`config.mk`:
```
export PLATFORM = sky130hd
export DESIGN_NAME = instr_fetch_queue
export DESIGN_NICKNAME = d
export VERILOG_FILES = /design/src/rtl/instr_fetch_queue.sv
export SDC_FILE = /design/constraint.sdc
export NUM_CORES = 1
export LEC_CHECK = 0
export BUFFER_PORTS_ARGS = -buffer_cell sky130_fd_sc_hd__buf_2
export CAP_MARGIN = 20
export CORE_ASPECT_RATIO = 0.5
export CORE_MARGIN = 4
export CORE_UTILIZATION = 49
export CTS_CLUSTER_SIZE = 8
export DETAILED_ROUTE_END_ITERATION = 7
export PLACE_DENSITY = 0.77
export SYNTH_ARGS = -nofsm -noshare
export SYNTH_HDL_FRONTEND = slang
export SYNTH_SLANG_ARGS = --single-unit
```
`constraint.sdc`:
```
create_clock -name clk -period 6.56 [get_ports clk]
set_input_delay 0 -clock clk [delete_from_list [all_inputs] [get_ports clk]]
set_output_delay 0 -clock clk [all_outputs]
set_load 0.01 [all_outputs]
```
`src/rtl/instr_fetch_queue.sv`:
```
// Fetch stage: issues one word fetch at a time, buffers returned {pc, instr}
// pairs in a small FIFO and hands them to decode; redirects flush everything.
module instr_fetch_queue #(
    parameter int unsigned DEPTH    = 2,
    parameter logic [31:0] RESET_PC = 32'h0000_0000
) (
    input  logic        clk,
    input  logic        reset,
    output logic        imem_req_valid,
    input  logic        imem_req_ready,
    output logic [31:0] imem_req_addr,
    input  logic        imem_resp_valid,
    input  logic [31:0] imem_resp_data,
    input  logic        redirect_valid,
    input  logic [31:0] redirect_pc,
    output logic        id_valid,
    input  logic        id_ready,
    output logic [31:0] id_instr,
    output logic [31:0] id_pc,
    output logic [31:0] id_pc_plus4
);
    localparam int unsigned PW = $clog2(DEPTH);
    localparam int unsigned CW = PW + 1;
    localparam logic [CW:0] DEPTH_C = (CW + 1)'(DEPTH);

    logic [31:0]   fetch_pc;
    logic [31:0]   req_pc;
    logic          pending;
    logic          drop;
    logic [CW-1:0] count;
    logic [PW-1:0] rd_ptr;
    logic [PW-1:0] wr_ptr;
    logic [31:0]   pc_mem    [DEPTH];
    logic [31:0]   instr_mem [DEPTH];

    logic          pop;
    logic          accept;
    logic          resp_fire;
    logic          wr_en;
    logic [CW:0]   occupancy;
    logic [31:0]   redirect_aligned;

    assign redirect_aligned = redirect_pc & 32'hFFFF_FFFC;

    assign id_valid  = !reset && !redirect_valid && (count != '0);
    assign pop       = id_valid && id_ready;
    assign resp_fire = imem_resp_valid && pending;
    assign wr_en     = resp_fire && !drop && !redirect_valid && !reset;

    // Entries that will be (or may be) occupied once the outstanding fetch lands.
    assign occupancy = {1'b0, count} + {{CW{1'b0}}, pending} - {{CW{1'b0}}, pop};

    assign imem_req_valid = !reset && !redirect_valid && (!pending || imem_resp_valid)
                            && (occupancy < DEPTH_C);
    assign accept         = imem_req_valid && imem_req_ready;
    assign imem_req_addr  = fetch_pc;

    assign id_instr    = instr_mem[rd_ptr];
    assign id_pc       = pc_mem[rd_ptr];
    assign id_pc_plus4 = id_pc + 32'd4;

    always_ff @(posedge clk) begin
        if (reset) begin
            fetch_pc <= RESET_PC;
            req_pc   <= RESET_PC;
            pending  <= 1'b0;
            drop     <= 1'b0;
            count    <= '0;
            rd_ptr   <= '0;
            wr_ptr   <= '0;
        end else if (redirect_valid) begin
            fetch_pc <= redirect_aligned;
            count    <= '0;
            rd_ptr   <= '0;
            wr_ptr   <= '0;
            // A response arriving now is simply discarded; otherwise mark it stale.
            if (pending) begin
                pending <= !imem_resp_valid;
                drop    <= !imem_resp_valid;
            end
        end else begin
            if (accept) begin
                pending  <= 1'b1;
                req_pc   <= fetch_pc;
                fetch_pc <= fetch_pc + 32'd4;
            end else if (resp_fire) begin
                pending <= 1'b0;
            end
            if (resp_fire) begin
                drop <= 1'b0;
            end
            if (wr_en) begin
                wr_ptr <= wr_ptr + PW'(1);
            end
            if (pop) begin
                rd_ptr <= rd_ptr + PW'(1);
            end
            if (wr_en && !pop) begin
                count <= count + CW'(1);
            end else if (!wr_en && pop) begin
                count <= count - CW'(1);
            end
        end
    end

    always_ff @(posedge clk) begin
        if (wr_en) begin
            pc_mem[wr_ptr]    <= req_pc;
            instr_mem[wr_ptr] <= imem_resp_data;
        end
    end

    assert property (@(posedge clk) disable iff (reset)
        !(wr_en && !pop && ({1'b0, count} == DEPTH_C)));

endmodule
```
==> results.sh, run 1 <==
export IMPL_status="finished, final reports clean"
export IMPL_htree_levels=4
export IMPL_dpl_cell_area_mm2=0.00968
export IMPL_startpoint_type="input port"
export IMPL_grt_overflow_total=0
export IMPL_ys_seq_area_share_pct=58.8
export IMPL_drive_above_1_share_pct=31.3
export IMPL_synth_area_mm2=0.00861
export IMPL_yosysUniqueCellTypes=59
export IMPL_synth_warnings=0
export IMPL_fillers=1259
export IMPL_start_util_pct=51.2
export IMPL_wl_per_cell_um=16.7
export IMPL_rsz0062_at_grt="false"
export IMPL_endpoint_kind="flip-flop"
export IMPL_drv_cap=0
export IMPL_synth_edf_count=124
export IMPL_clock_latency_ns=0.43
export IMPL_ant_nets=0
export IMPL_clock_skew_ns=0.00885
export IMPL_period_needed_ns=3.92
export IMPL_final_area_mm2=0.0109
export IMPL_synth_seq_cells=191
export IMPL_ys_flop_type="edfxtp_1"
export IMPL_synth_top_area_share_pct=43.3
export IMPL_cts_resized=0
export IMPL_timing_fmax_mhz=255
export IMPL_tightest_slew_ns=1.09
export IMPL_antenna_cells=0
export IMPL_hold_viol=0
export IMPL_routed_via_density=5.30
export IMPL_path_clk_slew_ns=0.08
export IMPL_final_common_cell="buf_2"
export IMPL_die_width_um=195
export IMPL_cts_root_buf="clkbuf_16"
export IMPL_core_region_area_mm2=0.0168
export IMPL_dr_pass1_iters=5
export IMPL_synth_async_sr_flop_share_pct=0
export IMPL_crit_type="input port to flip-flop"
export IMPL_dp_hpwl_um=13400
export IMPL_cts_tree="yes"
export IMPL_finalWeightedCongestion=0.847
export IMPL_slew_headroom_pct=27.6
export IMPL_cp_arrival_ns=4.28
export IMPL_antenna_found_initial=0
export IMPL_ir_worst_vdd_mv=0.206
export IMPL_required_ns=6.92
export IMPL_setup_viol_count_final=0
export IMPL_synthTopCellsByArea="edfxtp_1 43%, dfxtp_1 16%, mux2_2 7.1%"
export IMPL_slew_viol_final=0
export IMPL_min_delay_path_class="input port to flip-flop"
export IMPL_avgSynthCellArea_um2=11.8
export IMPL_grt_first_pass_wirelength_um=31800
export IMPL_dieArea_mm2=0.0199
export IMPL_p_per_area_mw_per_mm2=225
export IMPL_cts_sinks=191
export IMPL_routed_wirelength_um=20200
export IMPL_ioPinCount=200
export IMPL_tns_ns=0
export IMPL_clockBufferDepth=2
export IMPL_cts_inserted_buffers=17
export IMPL_fin_crit_sh_pct=59.7
export IMPL_final_cell_mix="191 x buf_2, 124 x edfxtp_1, 101 x nand2_1"
export IMPL_dieHeight_um=102
export IMPL_synthToLayoutAreaGrowth_pct=27.1
export IMPL_io_buffers=191
export IMPL_critical_path_max_fanout=63
export IMPL_drtIter0Drc=411
export IMPL_synthCells=732
export IMPL_leakagePower_nw=4.41
export IMPL_grt_max_degree=90
export IMPL_synth_largest_area_cell="edfxtp_1"
export IMPL_nets=1047
export IMPL_grt_total_usage_pct=20.1
export IMPL_first_global_vias=6178
export IMPL_drc=0
export IMPL_via_count=6419
export IMPL_rows=33
synth_stat cells (3+ instances only):
master and instances:
mux2_1 3, nand4b_4 3, or3_1 5, nor3_1 14, inv_1 22, o21a_1 4, buf_6 4, nor3b_1 3
dfxtp_1 67, nand2_1 101, ha_1 4, a32oi_1 3, nand3_1 25, a31oi_1 6, a22oi_1 4, and2_1 6
mux2i_1 12, buf_4 8, nand4_1 17, o21ai_0 17, xor2_1 14, edfxtp_1 124, nand4_4 3, and3_1 6
a21oi_1 70, xnor2_1 21, clkbuf_1 15, mux2_2 54, buf_2 16, nand2b_1 15, nor2_1 30
critical path: stages:
cell      delay (ns)
buf_2           0.08
buf_4           0.51
or2_2           0.35
nor2_1          0.09
nand2_1         0.14
inv_1           0.06
ha_1            0.26
nand2b_1        0.16
fa_1            0.45
and4bb_2        0.26
and3_2          0.52
nor2_1          0.95
o21ai_0         0.23
a21oi_1         0.19
stage by stage:
step           power [mW]  utilization (%)  hold WS (ns)  std cells  setup WS (ns)
3_5_place_dp         1.44             57.6         0.193       1115           2.24
4_1_cts              2.48             65.0         0.133       1211           2.69
5_1_grt              2.55             65.1         0.181       1212           2.31
2_1_floorplan        1.39                -        0.0989        737           2.01
3_3_place_gp         1.44             57.6         0.189       1115           2.27
6_report             2.46             65.1         0.155       1212           2.64
final timing paths:
path,slack (ns),end,cells past startpoint,from
worst min register to register,0.46,pc_mem[1][8]$_DFFE_PP_,0,req_pc[8]$_SDFFE_PP0P_
worst max-delay path,2.64,imem_req_addr[5]$_SDFFE_PP0P_,14,reset
worst min-delay path,0.16,imem_req_addr[22]$_SDFFE_PP0P_,4,redirect_valid
worst max register to register,2.67,imem_req_addr[5]$_SDFFE_PP0P_,12,count[1]$_SDFFE_PP0P_
cells by family after synthesis:
logic type               after synthesis  synth area share [%]
AO/OA/AOI/OAI                        117                  8.21
XOR/XNOR                              35                  3.56
adder cells (fa/ha/maj)                5                 0.814
buffers and inverters                 66                  3.81
flip-flops                           191                  58.8
multiplexers                          70                  9.03
other                                  1                0.0436
AND/OR/NAND/NOR                      247                  15.7
where the power goes:
part | total [mW] | internal [mW] | switching (mW)
Combinational | 0.136 | 0.0692 | 0.0666
Sequential | 1.31 | 1.29 | 0.0255
Clock | 1.01 | 0.515 | 0.496
registers in the layout, summed over array words and instances, names as in the netlist, named ones only:
name,flops
req_pc,30
drop,1
wr_ptr,1
count,2
imem_req_addr,30
pending,1
instr_mem,64
rd_ptr,1
pc_mem,60
timing repair:
action	4_1_cts	5_1_grt
hold endpoints to repair	98	0
setup buffers	0	0
hold buffers	64	0
per-layer routing:
metal / share of wire (%) / up-vias / track usage (%)
met3: 6.4 / 19 / 4.49
met4: 0.84 / 0 / 4.77
met2: 47 / 225 / 32.8
met1: 46 / 3059 / 27.9
met5: 0 / - / 0
li1: - / 3116 / -
cell type report:
type	instances	area, um^2	area share (%)
clock inverter	14	173	1.58
sequential	191	5070	46.3
timing repair buffer	260	1650	15.1
inverter	22	82.6	0.755
clock buffer	18	429	3.92
multi-input combinational	480	3260	29.8
tap	227	284	2.60
Note: power is estimated with default switching activity, not from simulation.
==> run 2: changes to the inputs <==
--- a/config.mk
+++ b/config.mk
@@ -5,6 +5,7 @@
 export SDC_FILE = /design/constraint.sdc
 export NUM_CORES = 1
 export LEC_CHECK = 0
+export ABC_AREA = 1
 export BUFFER_PORTS_ARGS = -buffer_cell sky130_fd_sc_hd__buf_2
 export CAP_MARGIN = 20
 export CORE_ASPECT_RATIO = 0.5
@@ -12,7 +13,7 @@
 export CORE_UTILIZATION = 49
 export CTS_CLUSTER_SIZE = 8
 export DETAILED_ROUTE_END_ITERATION = 7
-export PLACE_DENSITY = 0.77
+export PLACE_DENSITY = 0.76
 export SYNTH_ARGS = -nofsm -noshare
 export SYNTH_HDL_FRONTEND = slang
 export SYNTH_SLANG_ARGS = --single-unit
==> constraint.sdc (replaced) <==
create_clock -name clk -period 3.2 [get_ports clk]
set_input_delay 0 -clock clk [delete_from_list [all_inputs] [get_ports clk]]
set_output_delay 0 -clock clk [all_outputs]
set_load 0.01 [all_outputs]
==> run 2 against run 1 <==
Net effect: worst setup slack got worse by 2.4 ns; first-iteration DRC count grew 19%; utilization is 1.6 points lower; wire length rose by 22%; critical path type unchanged; largest cell class unchanged; largest power group unchanged; highest routed layer unchanged.
==> results.sh, run 2 <==
export IMPL_status="finished, final reports clean"
export IMPL_antenna_found_initial=0
export IMPL_synth_commonest_cells="218 x nand2_1, 127 x nor2_1, 124 x edfxtp_1"
export IMPL_setup_ws_ns=0.215
export IMPL_htree_levels=4
export IMPL_synth_top_area_share_pct=40.7
export IMPL_reg2reg_depth=16
export IMPL_drtIter0Drc=488
export IMPL_finalWeightedCongestion=0.879
export IMPL_start_util_pct=49.9
export IMPL_grt_overflow_total=0
export IMPL_placedCellCount=1408
export IMPL_drc=0
export IMPL_die_width_um=201
export IMPL_drive_above_1_share_pct=25.6
export IMPL_r2r_end="imem_req_addr[9]$_SDFFE_PP0P_"
export IMPL_slew_viol_final=0
export IMPL_min_to="instr_mem[0][7]$_DFFE_PP_"
export IMPL_synth_most_common_cell="nand2_1"
export IMPL_fin_hold_ws_ns=0.297
export IMPL_synthCells=997
export IMPL_ir_worst_vdd_mv=0.315
export IMPL_slew_headroom_pct=63.0
export IMPL_cp_arrival_ns=3.37
export IMPL_dp_hpwl_um=17600
export IMPL_startpoint_type="input port"
export IMPL_finalPower_mw=5.17
export IMPL_min_delay_path_class="input port to flip-flop"
export IMPL_worst_path_buf_inv=7
export IMPL_setup_viol_count_final=0
export IMPL_hold_depth=2
export IMPL_dpl_cell_area_mm2=0.0104
export IMPL_final_cell_mix="218 x nand2_1, 191 x buf_2, 124 x nor2_1, 124 x edfxtp_1, 116 x inv_1"
export IMPL_clock_skew_ns=0.0169
export IMPL_synth_edf_count=124
export IMPL_cts_sinks=191
export IMPL_instances_no_fill=1509
export IMPL_p_per_area_mw_per_mm2=443
export IMPL_cts_tree="yes"
export IMPL_crit_chain="dlygate4sd3_1 > buf_2 > inv_1 > nand2_4 > a21oi_1 > nand2_1 > inv_1 > ha_1 > or2_2 > fa_1 > inv_1 > nor2_4 > nand2_1 > nor2_4 > buf_12 > o21ai_0 > o211ai_1 > nand2_1 > inv_1"
export IMPL_final_area_mm2=0.0117
export IMPL_synth_async_sr_flop_share_pct=0
export IMPL_first_global_vias=7556
export IMPL_dieArea_mm2=0.0211
export IMPL_avgSynthCellArea_um2=9.19
export IMPL_core_region_area_mm2=0.0183
export IMPL_top_register="instr_mem"
export IMPL_tns_ns=0
export IMPL_startpoint="reset"
export IMPL_crit_type="input port to flip-flop"
export IMPL_clock_latency_ns=0.44
export IMPL_tightest_slew_ns=0.553
export IMPL_drv_cap=0
export IMPL_largest_reg_flops=64
export IMPL_worstHoldStart="imem_resp_data[7]"
export IMPL_r2r_slack_ns=0.23
export IMPL_dr_pass1_iters=7
export IMPL_critical_path_max_fanout=27
export IMPL_synth_warnings=0
export IMPL_wl_per_cell_um=16.3
export IMPL_utilization_pct=63.5
export IMPL_path_clk_slew_ns=0.07
export IMPL_synthTopCellsByArea="edfxtp_1 41%, dfxtp_1 15%, nand2_1 8.9%"
export IMPL_reg2reg_from="count[0]$_SDFFE_PP0P_"
export IMPL_period_needed_ns=2.99
export IMPL_synthToLayoutAreaGrowth_pct=27.3
export IMPL_grt_total_usage_pct=23.0
export IMPL_endpoint_kind="flip-flop"
export IMPL_leakagePower_nw=4.92
export IMPL_antenna_cells=0
export IMPL_cp_common_cell="inv_1"
export IMPL_crit_slowest_cell="dlygate4sd3_1"
export IMPL_cts_inserted_buffers=17
export IMPL_hold_viol=0
export IMPL_fin_crit_sh_pct=93.3
export IMPL_yosysUniqueCellTypes=43
export IMPL_clockBufferDepth=2
export IMPL_largestRegisters="instr_mem x64, pc_mem x60"
export IMPL_grt_first_pass_wirelength_um=38600
export IMPL_ant_nets=0
export IMPL_grt_max_degree=54
export IMPL_cts_root_buf="clkbuf_16"
export IMPL_timing_fmax_mhz=335
export IMPL_nets=1331
export IMPL_synth_seq_cells=191
export IMPL_ioPinCount=200
export IMPL_ys_seq_area_share_pct=55.3
export IMPL_routed_via_density=5.14
export IMPL_max_stage_delay_ns=0.53
export IMPL_via_count=7750
export IMPL_routed_wirelength_um=24600
export IMPL_required_ns=3.58
export IMPL_rows=35
export IMPL_synth_largest_area_cell="edfxtp_1"
export IMPL_final_common_cell="nand2_1"
export IMPL_synth_area_mm2=0.00916
export IMPL_io_buffers=191
export IMPL_ys_flop_type="edfxtp_1"
export IMPL_dieHeight_um=105
export IMPL_pre_cts_slack_ns=0.183
export IMPL_path_delay_family="buffers and inverters"
-- run 2: changes by cell type after synthesis, sizes merged, moves of 6 or more --
cell | before | now
o21ai | 17 | 68
and3 | 6 | 0
nand3 | 25 | 51
xor2 | 14 | 27
inv | 22 | 121
nor2 | 30 | 142
mux2i | 12 | 0
xnor2 | 21 | 0
nand4 | 21 | 11
nand2b | 15 | 0
nor4 | 6 | 0
mux2 | 58 | 32
nand2 | 101 | 226
a21oi | 72 | 41
-- run 2: how the worst max path moves through the flow --
stage / end / slack (ns) / cells past startpoint
after floorplan: imem_req_addr[16]$_SDFFE_PP0P_ / 0.32 / 16
after global placement: imem_req_addr[9]$_SDFFE_PP0P_ / 0.27 / 16
after detailed placement: imem_req_addr[9]$_SDFFE_PP0P_ / 0.18 / 16
after CTS: imem_req_addr[9]$_SDFFE_PP0P_ / 0.15 / 16
after global routing: imem_req_addr[9]$_SDFFE_PP0P_ / -0.02 / 17
final: imem_req_addr[9]$_SDFFE_PP0P_ / 0.21 / 19
-- run 2: layer usage --
layer  global-route usage [%]  vias to the layer above  routed length, um
met5                        0                        -                  0
li1                         -                     3791                  -
met3                     4.71                       50               1600
met4                     8.04                        0                708
met2                     38.7                      289              11700
met1                     29.8                     3620              10600
-- run 2: final cells by class --
| cell class | count | area (um^2) |
|---|---|---|
| clock inverters | 14 | 170 |
| clock buffers | 18 | 429 |
| multi-input cells | 652 | 3440 |
| well taps | 240 | 300 |
| fillers | 1511 | 6690 |
| inverters | 121 | 454 |
| repair buffers | 273 | 1790 |
| flip-flops and latches | 191 | 5070 |
-- run 2: timing repair --
item / CTS / global route
buffers inserted: 0 / 1
gates resized for setup: 0 / 1
hold buffers: 67 / 0
endpoints found under the hold margin: 102 / 0
setup endpoints to repair: 0 / 29
-- run 2: cell families after synthesis --
kind of cell	synth area share [%]
DFF	55.3
and+or+nand+nor	21.4
other	0.0409
muxes	3.94
buffers and inverters	7.58
xor gates and xnor gates	2.58
AOI/OAI and AO/OA	8.39
adders and majority gates	0.765
-- run 2: power breakdown --
| part | total, mW | switching (mW) | leakage (nW) | internal (mW) |
|---|---|---|---|---|
| clock | 2.09 | 1.04 | 0.291 | 1.06 |
| sequential | 2.72 | 0.0581 | 1.71 | 2.66 |
| combinational | 0.352 | 0.186 | 2.92 | 0.166 |
| total | 5.17 | 1.28 | 4.92 | 3.89 |
